===== config.mk =====
export PLATFORM = sky130hd
export DESIGN_NAME = seq_alu
export DESIGN_NICKNAME = d
export VERILOG_FILES = /design/src/rtl/seq_alu.sv
export SDC_FILE = /design/constraint.sdc
export NUM_CORES = 1
export LEC_CHECK = 0
export ABC_AREA = 1
export ABC_CLOCK_PERIOD_IN_PS = 4400
export CAP_MARGIN = 20
export CORE_ASPECT_RATIO = 0.75
export CORE_MARGIN = 8
export CORE_UTILIZATION = 46
export DETAILED_ROUTE_END_ITERATION = 8
export SLEW_MARGIN = 20
export SYNTH_ARGS = -nofsm -noshare
export SYNTH_HDL_FRONTEND = slang
export SYNTH_SLANG_ARGS = --single-unit

===== constraint.sdc =====
create_clock -name clk -period 4.4 [get_ports clk]
set_clock_uncertainty 0.05 [all_clocks]
set_input_delay 1.1 -clock clk [delete_from_list [all_inputs] [get_ports clk]]
set_output_delay 1.1 -clock clk [all_outputs]
set_load 0.02 [all_outputs]

===== src/rtl/seq_alu.sv =====
// Multi-cycle ALU: single-cycle add/sub/and/or/beq/blt, iterative shift-add mul and 1-bit/cycle shifts.
// Latency 1 (simple ops, shamt 0), WIDTH+1 (mul), shamt+1 (shifts); start while busy is dropped, not queued.
module seq_alu #(
  parameter int WIDTH = 32,
  parameter int SHW   = $clog2(WIDTH)
) (
  input  logic             clk,
  input  logic             rst,
  input  logic             start,
  input  logic [3:0]       opcode,
  input  logic [WIDTH-1:0] ip_0,
  input  logic [WIDTH-1:0] ip_1,
  output logic [WIDTH-1:0] op_0,
  output logic             change_pc,
  output logic             busy,
  output logic             done,
  output logic             err
);

  localparam logic [3:0] OP_BEQ = 4'd2;
  localparam logic [3:0] OP_BLT = 4'd3;
  localparam logic [3:0] OP_ADD = 4'd4;
  localparam logic [3:0] OP_SUB = 4'd5;
  localparam logic [3:0] OP_AND = 4'd6;
  localparam logic [3:0] OP_OR  = 4'd7;
  localparam logic [3:0] OP_MUL = 4'd8;
  localparam logic [3:0] OP_SLL = 4'd9;
  localparam logic [3:0] OP_SRL = 4'd10;

  localparam logic [SHW:0] CNT_ONE  = (SHW+1)'(1);
  localparam logic [SHW:0] CNT_FULL = (SHW+1)'(WIDTH);

  typedef enum logic [1:0] {IDLE, MUL, SHIFT} state_t;

  state_t           state, state_nxt;
  logic [WIDTH-1:0] op_0_nxt;
  logic             change_pc_nxt, err_nxt, done_nxt;
  logic [WIDTH-1:0] acc, acc_nxt;
  logic [WIDTH-1:0] mcand, mcand_nxt;   // mul multiplicand, or the shift working value
  logic [WIDTH-1:0] mplier, mplier_nxt;
  logic [SHW:0]     cnt, cnt_nxt;       // one extra bit so it can hold WIDTH
  logic             shift_right, shift_right_nxt;
  logic [WIDTH-1:0] acc_sum, shifted;
  logic [SHW-1:0]   shamt;

  assign busy  = (state != IDLE);
  assign shamt = ip_1[SHW-1:0];

  always_ff @(posedge clk) begin
    if (rst) begin
      state       <= IDLE;
      op_0        <= '0;
      change_pc   <= 1'b0;
      err         <= 1'b0;
      done        <= 1'b0;
      acc         <= '0;
      mcand       <= '0;
      mplier      <= '0;
      cnt         <= '0;
      shift_right <= 1'b0;
    end else begin
      state       <= state_nxt;
      op_0        <= op_0_nxt;
      change_pc   <= change_pc_nxt;
      err         <= err_nxt;
      done        <= done_nxt;
      acc         <= acc_nxt;
      mcand       <= mcand_nxt;
      mplier      <= mplier_nxt;
      cnt         <= cnt_nxt;
      shift_right <= shift_right_nxt;
    end
  end

  always_comb begin
    state_nxt       = state;
    op_0_nxt        = op_0;
    change_pc_nxt   = change_pc;
    err_nxt         = err;
    done_nxt        = 1'b0;
    acc_nxt         = acc;
    mcand_nxt       = mcand;
    mplier_nxt      = mplier;
    cnt_nxt         = cnt;
    shift_right_nxt = shift_right;
    acc_sum         = mplier[0] ? (acc + mcand) : acc;
    shifted         = shift_right ? (mcand >> 1) : (mcand << 1);

    case (state)
      IDLE: begin
        if (start) begin
          case (opcode)
            OP_BEQ, OP_BLT: begin
              // branch compares leave op_0 untouched
              change_pc_nxt = (opcode == OP_BEQ) ? (ip_0 == ip_1) : (ip_0 < ip_1);
              err_nxt       = 1'b0;
              done_nxt      = 1'b1;
            end
            OP_ADD, OP_SUB, OP_AND, OP_OR: begin
              case (opcode)
                OP_ADD:  op_0_nxt = ip_0 + ip_1;
                OP_SUB:  op_0_nxt = ip_0 - ip_1;
                OP_AND:  op_0_nxt = ip_0 & ip_1;
                default: op_0_nxt = ip_0 | ip_1;
              endcase
              change_pc_nxt = 1'b0;
              err_nxt       = 1'b0;
              done_nxt      = 1'b1;
            end
            OP_MUL: begin
              mcand_nxt  = ip_0;
              mplier_nxt = ip_1;
              acc_nxt    = '0;
              cnt_nxt    = CNT_FULL;
              state_nxt  = MUL;
            end
            OP_SLL, OP_SRL: begin
              if (shamt == '0) begin
                op_0_nxt      = ip_0;
                change_pc_nxt = 1'b0;
                err_nxt       = 1'b0;
                done_nxt      = 1'b1;
              end else begin
                mcand_nxt       = ip_0;
                cnt_nxt         = {1'b0, shamt};
                shift_right_nxt = (opcode == OP_SRL);
                state_nxt       = SHIFT;
              end
            end
            default: begin
              op_0_nxt      = '0;
              change_pc_nxt = 1'b0;
              err_nxt       = 1'b1;
              done_nxt      = 1'b1;
            end
          endcase
        end
      end
      MUL: begin
        acc_nxt    = acc_sum;
        mcand_nxt  = mcand << 1;
        mplier_nxt = mplier >> 1;
        cnt_nxt    = cnt - CNT_ONE;
        if (cnt == CNT_ONE) begin
          op_0_nxt      = acc_sum;
          change_pc_nxt = 1'b0;
          err_nxt       = 1'b0;
          done_nxt      = 1'b1;
          state_nxt     = IDLE;
        end
      end
      SHIFT: begin
        mcand_nxt = shifted;
        cnt_nxt   = cnt - CNT_ONE;
        if (cnt == CNT_ONE) begin
          op_0_nxt      = shifted;
          change_pc_nxt = 1'b0;
          err_nxt       = 1'b0;
          done_nxt      = 1'b1;
          state_nxt     = IDLE;
        end
      end
      default: state_nxt = IDLE;
    endcase
  end

endmodule


==> results.cfg, run 1 <==
[run_status]
outcome = finished clean

[drt]
ant_nets = 0
wl_per_cell_um = 21.5
avgViaCountPerCell = 5.74
drcViolationCount = 0
dr.pass1.iters = 6
vias = 19400
drtIter0Drc = 2636
drt_wl_total_um = 72400

[floorplanning]
fp.dieArea_um2 = 40700
start_util = 0.461
die_w_um = 230
die_h_um = 177
num_rows = 59
core_um2 = 34300
pin_count = 107

[grt]
grt_use_total = 0.344
gr-usage-met2 = 0.496
grt_pass1_vias = 17800
use_met1 = 0.491
grt_use_met3 = 0.0754
grt_antenna_before_repair = 5
overflow = 0
grt-busiest-layer = met2
grt_pass1_wl_um = 108000
grt_max_degree = 126

[timing]
period_share = 0.938
worst_pin_slew_ps = 825
whs_ps = 421
setup_violations = 0
finalHoldViolations = 0
relSlewSlack = 0.449
layout_min_cycle_time_ps = 4130
slew_viol_final = 0
max_clock_freq_ghz = 0.242
rsz0062_at_grt = no

[worst_setup_path]
required_ps = 4740
cpMaxStageDelayCell = clkdlybuf4s50_1
start_kind = input port
path_common_cell = nand2_1
path_delay_family = simple AND/OR/NAND/NOR gates
worstSetupEndpointType = register
path_cells = clkdlybuf4s50_1 -> ha_1 -> inv_1 -> fa_1 -> nand2_1 -> nand2_1 -> nand3_1 -> nand2_1 -> nand2_1 -> nand2_1 -> nand2_1 -> nand2_1 -> nand2_1 -> nand3_1 -> nand3_1 -> nand2_1 -> nand2_1 -> nand2_1 -> a21oi_1
cp_num_buf_inv = 2
critPathMaxFanout = 5
criticalPathCategory = in2reg
cp.arrival_ps = 4460
crit_path_max_incr_delay_ps = 650

[logic_synthesis]
synth_ff_type = dfxtp_1
async_flop_share = 0
synth_area_per_cell_um2 = 5.59
synth_cell_type_count = 47
synth_seq_cells = 140
ys_top_cells_by_area = nand2_1 19%, dfxtp_1 18%, ha_1 11%
synth_fp_nets = 3049
synth_area_leader_cell = nand2_1
ys_seq_area_frac = 0.177
synth_edf_count = 0
yosysTopAreaCellShare = 0.191
synth.cell_area_um2 = 15800
yosys_warnings = 0
synth_top_cells_by_count = 806 x nand2_1, 435 x inv_1, 300 x a21oi_1, 239 x nor2_1, 222 x o21ai_0
yosysMostFrequentCell = nand2_1
synthCells = 2834

[place]
gp_congestion = 1.02
dp_hpwl_um = 56300
port_buffers = 106

[clock_tree]
clkTransAtPathRegs_ps = 80
cts_sinks = 140
cts-root-buf = clkbuf_16
cts.htree.levels = 4
cts_setup_buffers = 0
clkLatencyLatePin_ps = 460
cts_buffers = 17
cts_buffer_depth = 2
cts_hold_buf = 0
post_cts_resized = 0
cts_tree = built

[pwr]
combinationalPowerShare = 0.550
pwr-share-seq = 0.253
power_w = 0.00793
irDropWorstVdd_mv = 0.424
p_leak_nw = 9.03
pwr-share-clk = 0.197
intPower_w = 0.00380
powerDensity_nw_per_um2 = 437
p_sw_frac = 0.521
power_switching_w = 0.00413

[hold_path]
hp-class = reg2reg

[finish]
antennaDiodeCount = 0
area_growth_pct = 14.6
fin_nets = 3118
num-fill-cells = 3613
drive_gt1_frac = 0.0432

[flow_run]
drv_cap = 0
state kept, by name, indices dropped and copies added (netlist names):
name / cells
cnt: 6
err: 1
mplier: 32
mcand: 32
shift_right: 1
op_0: 32
change_pc: 1
state: 2
done: 1
acc: 32
power groups by stage:
stage | logic (W) | clock network (W) | registers [W]
3_3_place_gp | 0.00418 | 0 | 0.00202
2_1_floorplan | 0.00261 | 0 | 0.00199
4_1_cts | 0.00426 | 0.00157 | 0.00200
5_1_grt | 0.00473 | 0.00162 | 0.00205
6_report | 0.00436 | 0.00156 | 0.00201
3_5_place_dp | 0.00423 | 0 | 0.00202
per-layer routing:
| metal | up-vias | wire [um] |
|---|---|---|
| met2 | 1064 | 29000 |
| met3 | 143 | 7920 |
| met1 | 8899 | 32600 |
| met4 | 2 | 2860 |
| met5 | - | 12 |
| li1 | 9246 | - |
cells by family after synthesis:
logic type / after synthesis / synth area share
compound gates: 637 / 0.217
xor+xnor: 21 / 0.0116
fa+ha+maj: 144 / 0.115
buf+inv: 571 / 0.139
flops: 140 / 0.177
simple gates: 1321 / 0.341
path summary, 6_finish.rpt:
path	depth (start not counted)	to	slack [ps]	from
setup / recovery	19	op_0[26]	270	ip_1[0]
hold / removal	2	mplier[5]	420	mplier[6]
setup reg to reg	17	op_0[14]	1370	mcand[0]
hold reg to reg	2	mplier[5]	420	mplier[6]
tightest hold or removal path, delay by kind of cell, from the launching register on:
| family | cells | cell delay, ps |
|---|---|---|
| AND/OR/NAND/NOR | 1 | 50 |
| flip-flops | 1 | 310 |
| AO/OA/AOI/OAI | 1 | 70 |
layout by cell type (no fill, tap or decap), drive strengths merged, types with 15 or more instances in the layout:
master and n:
nand2 807, o21ai 230, ha 141, nand3 186, a21oi 300, dfxtp 140
buf 71, nor3 31, inv 451, a22oi 15, nor2 246, xor2 17
a31oi 37, nand4 26, clkbuf 17, clkdlybuf4s50 106
through the flow:
step	instance area, um^2	util	setup TNS [ps]	instances	setup slack [ps]
after floorplan	15800	-	0	2834	1540
final	18200	0.529	0	3373	273
after global routing	18200	0.529	0	3373	185
after global placement	17600	0.511	-11.2	3341	-6.64
after CTS	18200	0.529	0	3373	474
after detailed placement	17600	0.511	-0.213	3341	-0.213
area by class of cell:
class                           count  area (um^2)  area share
Sequential cell                   140         2800       0.154
Clock buffer                       17          425      0.0234
Multi-Input combinational cell   2123        10900       0.598
Timing Repair Buffer              177         1660      0.0912
Clock inverter                     15          175     0.00965
Tap cell                          457          572      0.0315
Inverter                          444         1670      0.0919
No activity file was read; power rests on OpenSTA's default activity.
==> inputs of run 2 (changes only) <==
- CORE_ASPECT_RATIO: 0.75 -> 1.4
==> results.cfg, run 2 (synthesis results as in run 1) <==
[run_status]
outcome = finished clean

[clock_tree]
cts_hold_buf = 0
post_cts_resized = 0
clkLatencyLatePin_ps = 450
cts_buffer_depth = 2
cts_buffers = 17
cts.htree.levels = 4
cts_sinks = 140
clkTransAtPathRegs_ps = 70
cts-root-buf = clkbuf_16
cts_setup_buffers = 0
cts_tree = built

[floorplanning]
fp.dieArea_um2 = 40700
start_util = 0.465
pin_count = 107
num_rows = 80
die_w_um = 173
die_h_um = 236
core_um2 = 34000

[worst_setup_path]
cpMaxStageDelayCell = clkdlybuf4s50_1
cp.arrival_ps = 4180
required_ps = 4690
path_cells = clkdlybuf4s50_1 -> inv_1 -> ha_1 -> nor2_2 -> inv_1 -> nor2_1 -> inv_1 -> nor2_1 -> nand3_1 -> nand3_1 -> nand2_1 -> nand3_1 -> nand3_1 -> nand2_1 -> nand2_1 -> nand2_1 -> a21oi_1
crit_path_max_incr_delay_ps = 610
path_delay_family = simple AND/OR/NAND/NOR gates
start_kind = input port
critPathMaxFanout = 9
cp_num_buf_inv = 4
worstSetupEndpointType = register
criticalPathCategory = in2reg

[drt]
vias = 19100
wl_per_cell_um = 19.9
ant_nets = 0
drcViolationCount = 0
drtIter0Drc = 1747
avgViaCountPerCell = 5.67
dr.pass1.iters = 6
drt_wl_total_um = 66900

[timing]
period_share = 0.884
relSlewSlack = 0.354
worst_pin_slew_ps = 969
tns_ps = 0
rsz0062_at_grt = no
max_clock_freq_ghz = 0.257
finalHoldViolations = 0
setup_violations = 0
setup_ws_ps = 508
layout_min_cycle_time_ps = 3890
slew_viol_final = 0

[place]
placed_cell_area_um2 = 17500
gp_congestion = 1.00
port_buffers = 106
dp_hpwl_um = 53000
pre_cts_slack_ps = 137

[pwr]
power_w = 0.00761
powerDensity_nw_per_um2 = 421
irDropWorstVdd_mv = 0.250
p_leak_nw = 8.99

[grt]
grt_antenna_before_repair = 0
grt_use_total = 0.314
grt_use_met3 = 0.0329
grt-busiest-layer = met2
grt_pass1_wl_um = 101000
grt_max_degree = 113
overflow = 0
use_met1 = 0.378
gr-usage-met2 = 0.537
grt_pass1_vias = 18100

[finish]
antennaDiodeCount = 0
drive_gt1_frac = 0.0416
area_growth_pct = 14.1
fin_nets = 3113
layout_commonest_cell = nand2_1
final_util = 0.531
final_cell_mix = 806 x nand2_1, 434 x inv_1, 300 x a21oi_1
design_area_um2 = 18100

[hold_path]
hp-class = reg2reg

[flow_run]
drv_cap = 0
-- run 2: cell types whose count changed in the layout (fill, tap and decap cells not counted) --
cell and delta:
buf_4 -4, buf_12 -1, bufinv_16 -1, clkinv_4 +1, clkinv_8 -1, inv_6 +1
-- run 2: stage by stage --
stage | instances | hold WS (ps)
2_1_floorplan | 2834 | 394
3_3_place_gp | 3330 | 404
3_5_place_dp | 3330 | 407
4_1_cts | 3362 | 417
5_1_grt | 3362 | 437
6_report | 3362 | 416
-- run 2: tightest hold or removal path, delay by kind of cell, from the launching register on --
| kind | cells | cell delay [ps] |
|---|---|---|
| compound gates | 1 | 60 |
| flops | 1 | 310 |
| simple gates | 1 | 60 |
-- run 2: cell type report --
type / instances / area [um^2]
well taps: 451 / 564
clock buffers: 17 / 425
flip-flops and latches: 140 / 2800
fillers: 3668 / 16000
clock inverters: 15 / 146
repair buffers: 172 / 1610
inverters: 444 / 1670
multi-input cells: 2123 / 10900
-- run 2: path summary, 6_finish.rpt --
path	startpoint	to	slack (ps)	cells after the start
min reg2reg	cnt[4]	cnt[4]	420	2
max reg2reg	mcand[0]	op_0[30]	1470	18
min	cnt[4]	cnt[4]	420	2
max	ip_0[21]	op_0[22]	510	17
-- run 2: report_power, final --
| part | switching, W | internal (W) | leakage [nW] |
|---|---|---|---|
| combinational | 0.00283 | 0.00135 | 7.56 |
| clock | 0.000729 | 0.000755 | 0.282 |
| sequential | 0.000321 | 0.00163 | 1.15 |
-- run 2: routing by layer --
metal | wire length, um | part of all wire
met5 | 0 | 0
met4 | 3780 | 0.057
met3 | 4210 | 0.063
met1 | 27000 | 0.40
met2 | 32000 | 0.48
==> inputs of run 3 (changes only) <==
- ABC_CLOCK_PERIOD_IN_PS: 4400 -> 3400
- PLACE_DENSITY: default -> 0.67
- clock period: 4.4 -> 3.4 ns (I/O delays scaled with it)
==> results.cfg, run 3 (synthesis results as in run 1) <==
[run_status]
outcome = finished clean

[clock_tree]
clkLatencyLatePin_ps = 450
cts_tree = built
cts_setup_buffers = 0
cts.htree.levels = 4
cts_buffers = 17
cts-root-buf = clkbuf_16
cts_buffer_depth = 2
cts_hold_buf = 0
cts_sinks = 140
clkTransAtPathRegs_ps = 60

[worst_setup_path]
start_kind = input port
criticalPathCategory = in2reg
crit_path_max_incr_delay_ps = 520
cp.arrival_ps = 3540
required_ps = 3700
worstSetupEndpointType = register
path_common_cell = nand2_1
cp_num_buf_inv = 4
path_cells = clkdlybuf4s50_1 -> inv_1 -> ha_1 -> nand3_1 -> nand3_1 -> nand2_1 -> nand2_1 -> nand2_1 -> nand2_1 -> buf_4 -> o21ai_0 -> o2111ai_1 -> nand2_1 -> nand3_1 -> nand2_1 -> inv_1
cpMaxStageDelayCell = clkdlybuf4s50_1
critPathMaxFanout = 4
path_delay_family = simple AND/OR/NAND/NOR gates

[finish]
final_util = 0.591
final_cell_mix = 805 x nand2_1, 434 x inv_1, 325 x buf_4
num-fill-cells = 3489
area_growth_pct = 27.0
drive_gt1_frac = 0.125
fin_nets = 3378
antennaDiodeCount = 0
layout_commonest_cell = nand2_1

[hold_path]
hp-class = reg2reg

[grt]
grt_pass1_vias = 19200
grt_pass1_wl_um = 107000
grt_antenna_before_repair = 0
grt_max_degree = 49
overflow = 0
grt_use_total = 0.331

[drt]
wl_per_cell_um = 19.3
ant_nets = 0
avgViaCountPerCell = 5.50
drcViolationCount = 0
vias = 19900
dr.pass1.iters = 5
drtIter0Drc = 1636
drt_wl_total_um = 70100

[timing]
rsz0062_at_grt = no
layout_min_cycle_time_ps = 3240
period_share = 0.952
finalHoldViolations = 0
whs_ps = 416
slew_viol_final = 0
tns_ps = 0
setup_violations = 0
worst_pin_slew_ps = 707
max_clock_freq_ghz = 0.309
relSlewSlack = 0.529

[pwr]
p_leak_nw = 10.3
irDropWorstVdd_mv = 0.368
powerDensity_nw_per_um2 = 512
power_w = 0.0103

[floorplanning]
fp.dieArea_um2 = 40700
pin_count = 107
core_um2 = 34000
num_rows = 80
start_util = 0.465
die_w_um = 173
die_h_um = 236

[place]
dp_hpwl_um = 56700
port_buffers = 106
gp_congestion = 1.04

[flow_run]
drv_cap = 0
run 3: cell type report:
class,count,area (um^2),area share
Clock buffer,17,425,0.0211
Clock inverter,15,151,0.00752
Inverter,444,1670,0.0828
Multi-Input combinational cell,2123,10900,0.541
Sequential cell,140,2800,0.139
Tap cell,451,564,0.0280
Timing Repair Buffer,437,3620,0.180
run 3: layer usage:
metal  routed length [um]  track usage  part of all wire  vias up
li1                     -            -                 -     9765
met1                27300        0.379              0.39     9172
met2                34500        0.592              0.49      823
met3                 4660       0.0437             0.066      178
met4                 3590        0.167             0.051        0
met5                    0            0                 0        -
run 3: worst paths after layout:
| kind | from | endpoint | slack, ps | depth (start not counted) |
|---|---|---|---|---|
| hold / removal | cnt[4] | cnt[4] | 420 | 2 |
| hold reg to reg | cnt[4] | cnt[4] | 420 | 2 |
| setup / recovery | ip_0[1] | op_0[11] | 160 | 16 |
| setup reg to reg | mcand[0] | op_0[22] | 390 | 17 |
run 3: what timing repair did:
action / 4_1_cts / 5_1_grt
gates resized for setup: 0 / 11
setup endpoints to repair: 0 / 6
endpoints found under the hold margin: 0 / 0
run 3: power breakdown:
part	total, W	internal (W)	switching (W)
Combinational	0.00586	0.00209	0.00378
Sequential	0.00253	0.00211	0.000420
Clock	0.00191	0.000976	0.000935
Total	0.0103	0.00517	0.00513
run 3: worst register-to-register path: cells and delay by family, from the launching register on:
family                     cells  cell delay (ps)
and+or+nand+nor               10             1160
adders and majority gates      2              630
DFF                            1              390
AOI/OAI and AO/OA              2              350
buffers and inverters          2              240
xor gates and xnor gates       1               70
run 3: stage by stage:
stage                     instance area (um^2)  cells  worst slack (ps)
after floorplan                          15800   2834               788
after global placement                   19500   3595              -304
after detailed placement                 19500   3595              -301
after CTS                                20100   3627               150
after global routing                     20100   3627              10.4
final                                    20100   3627               164
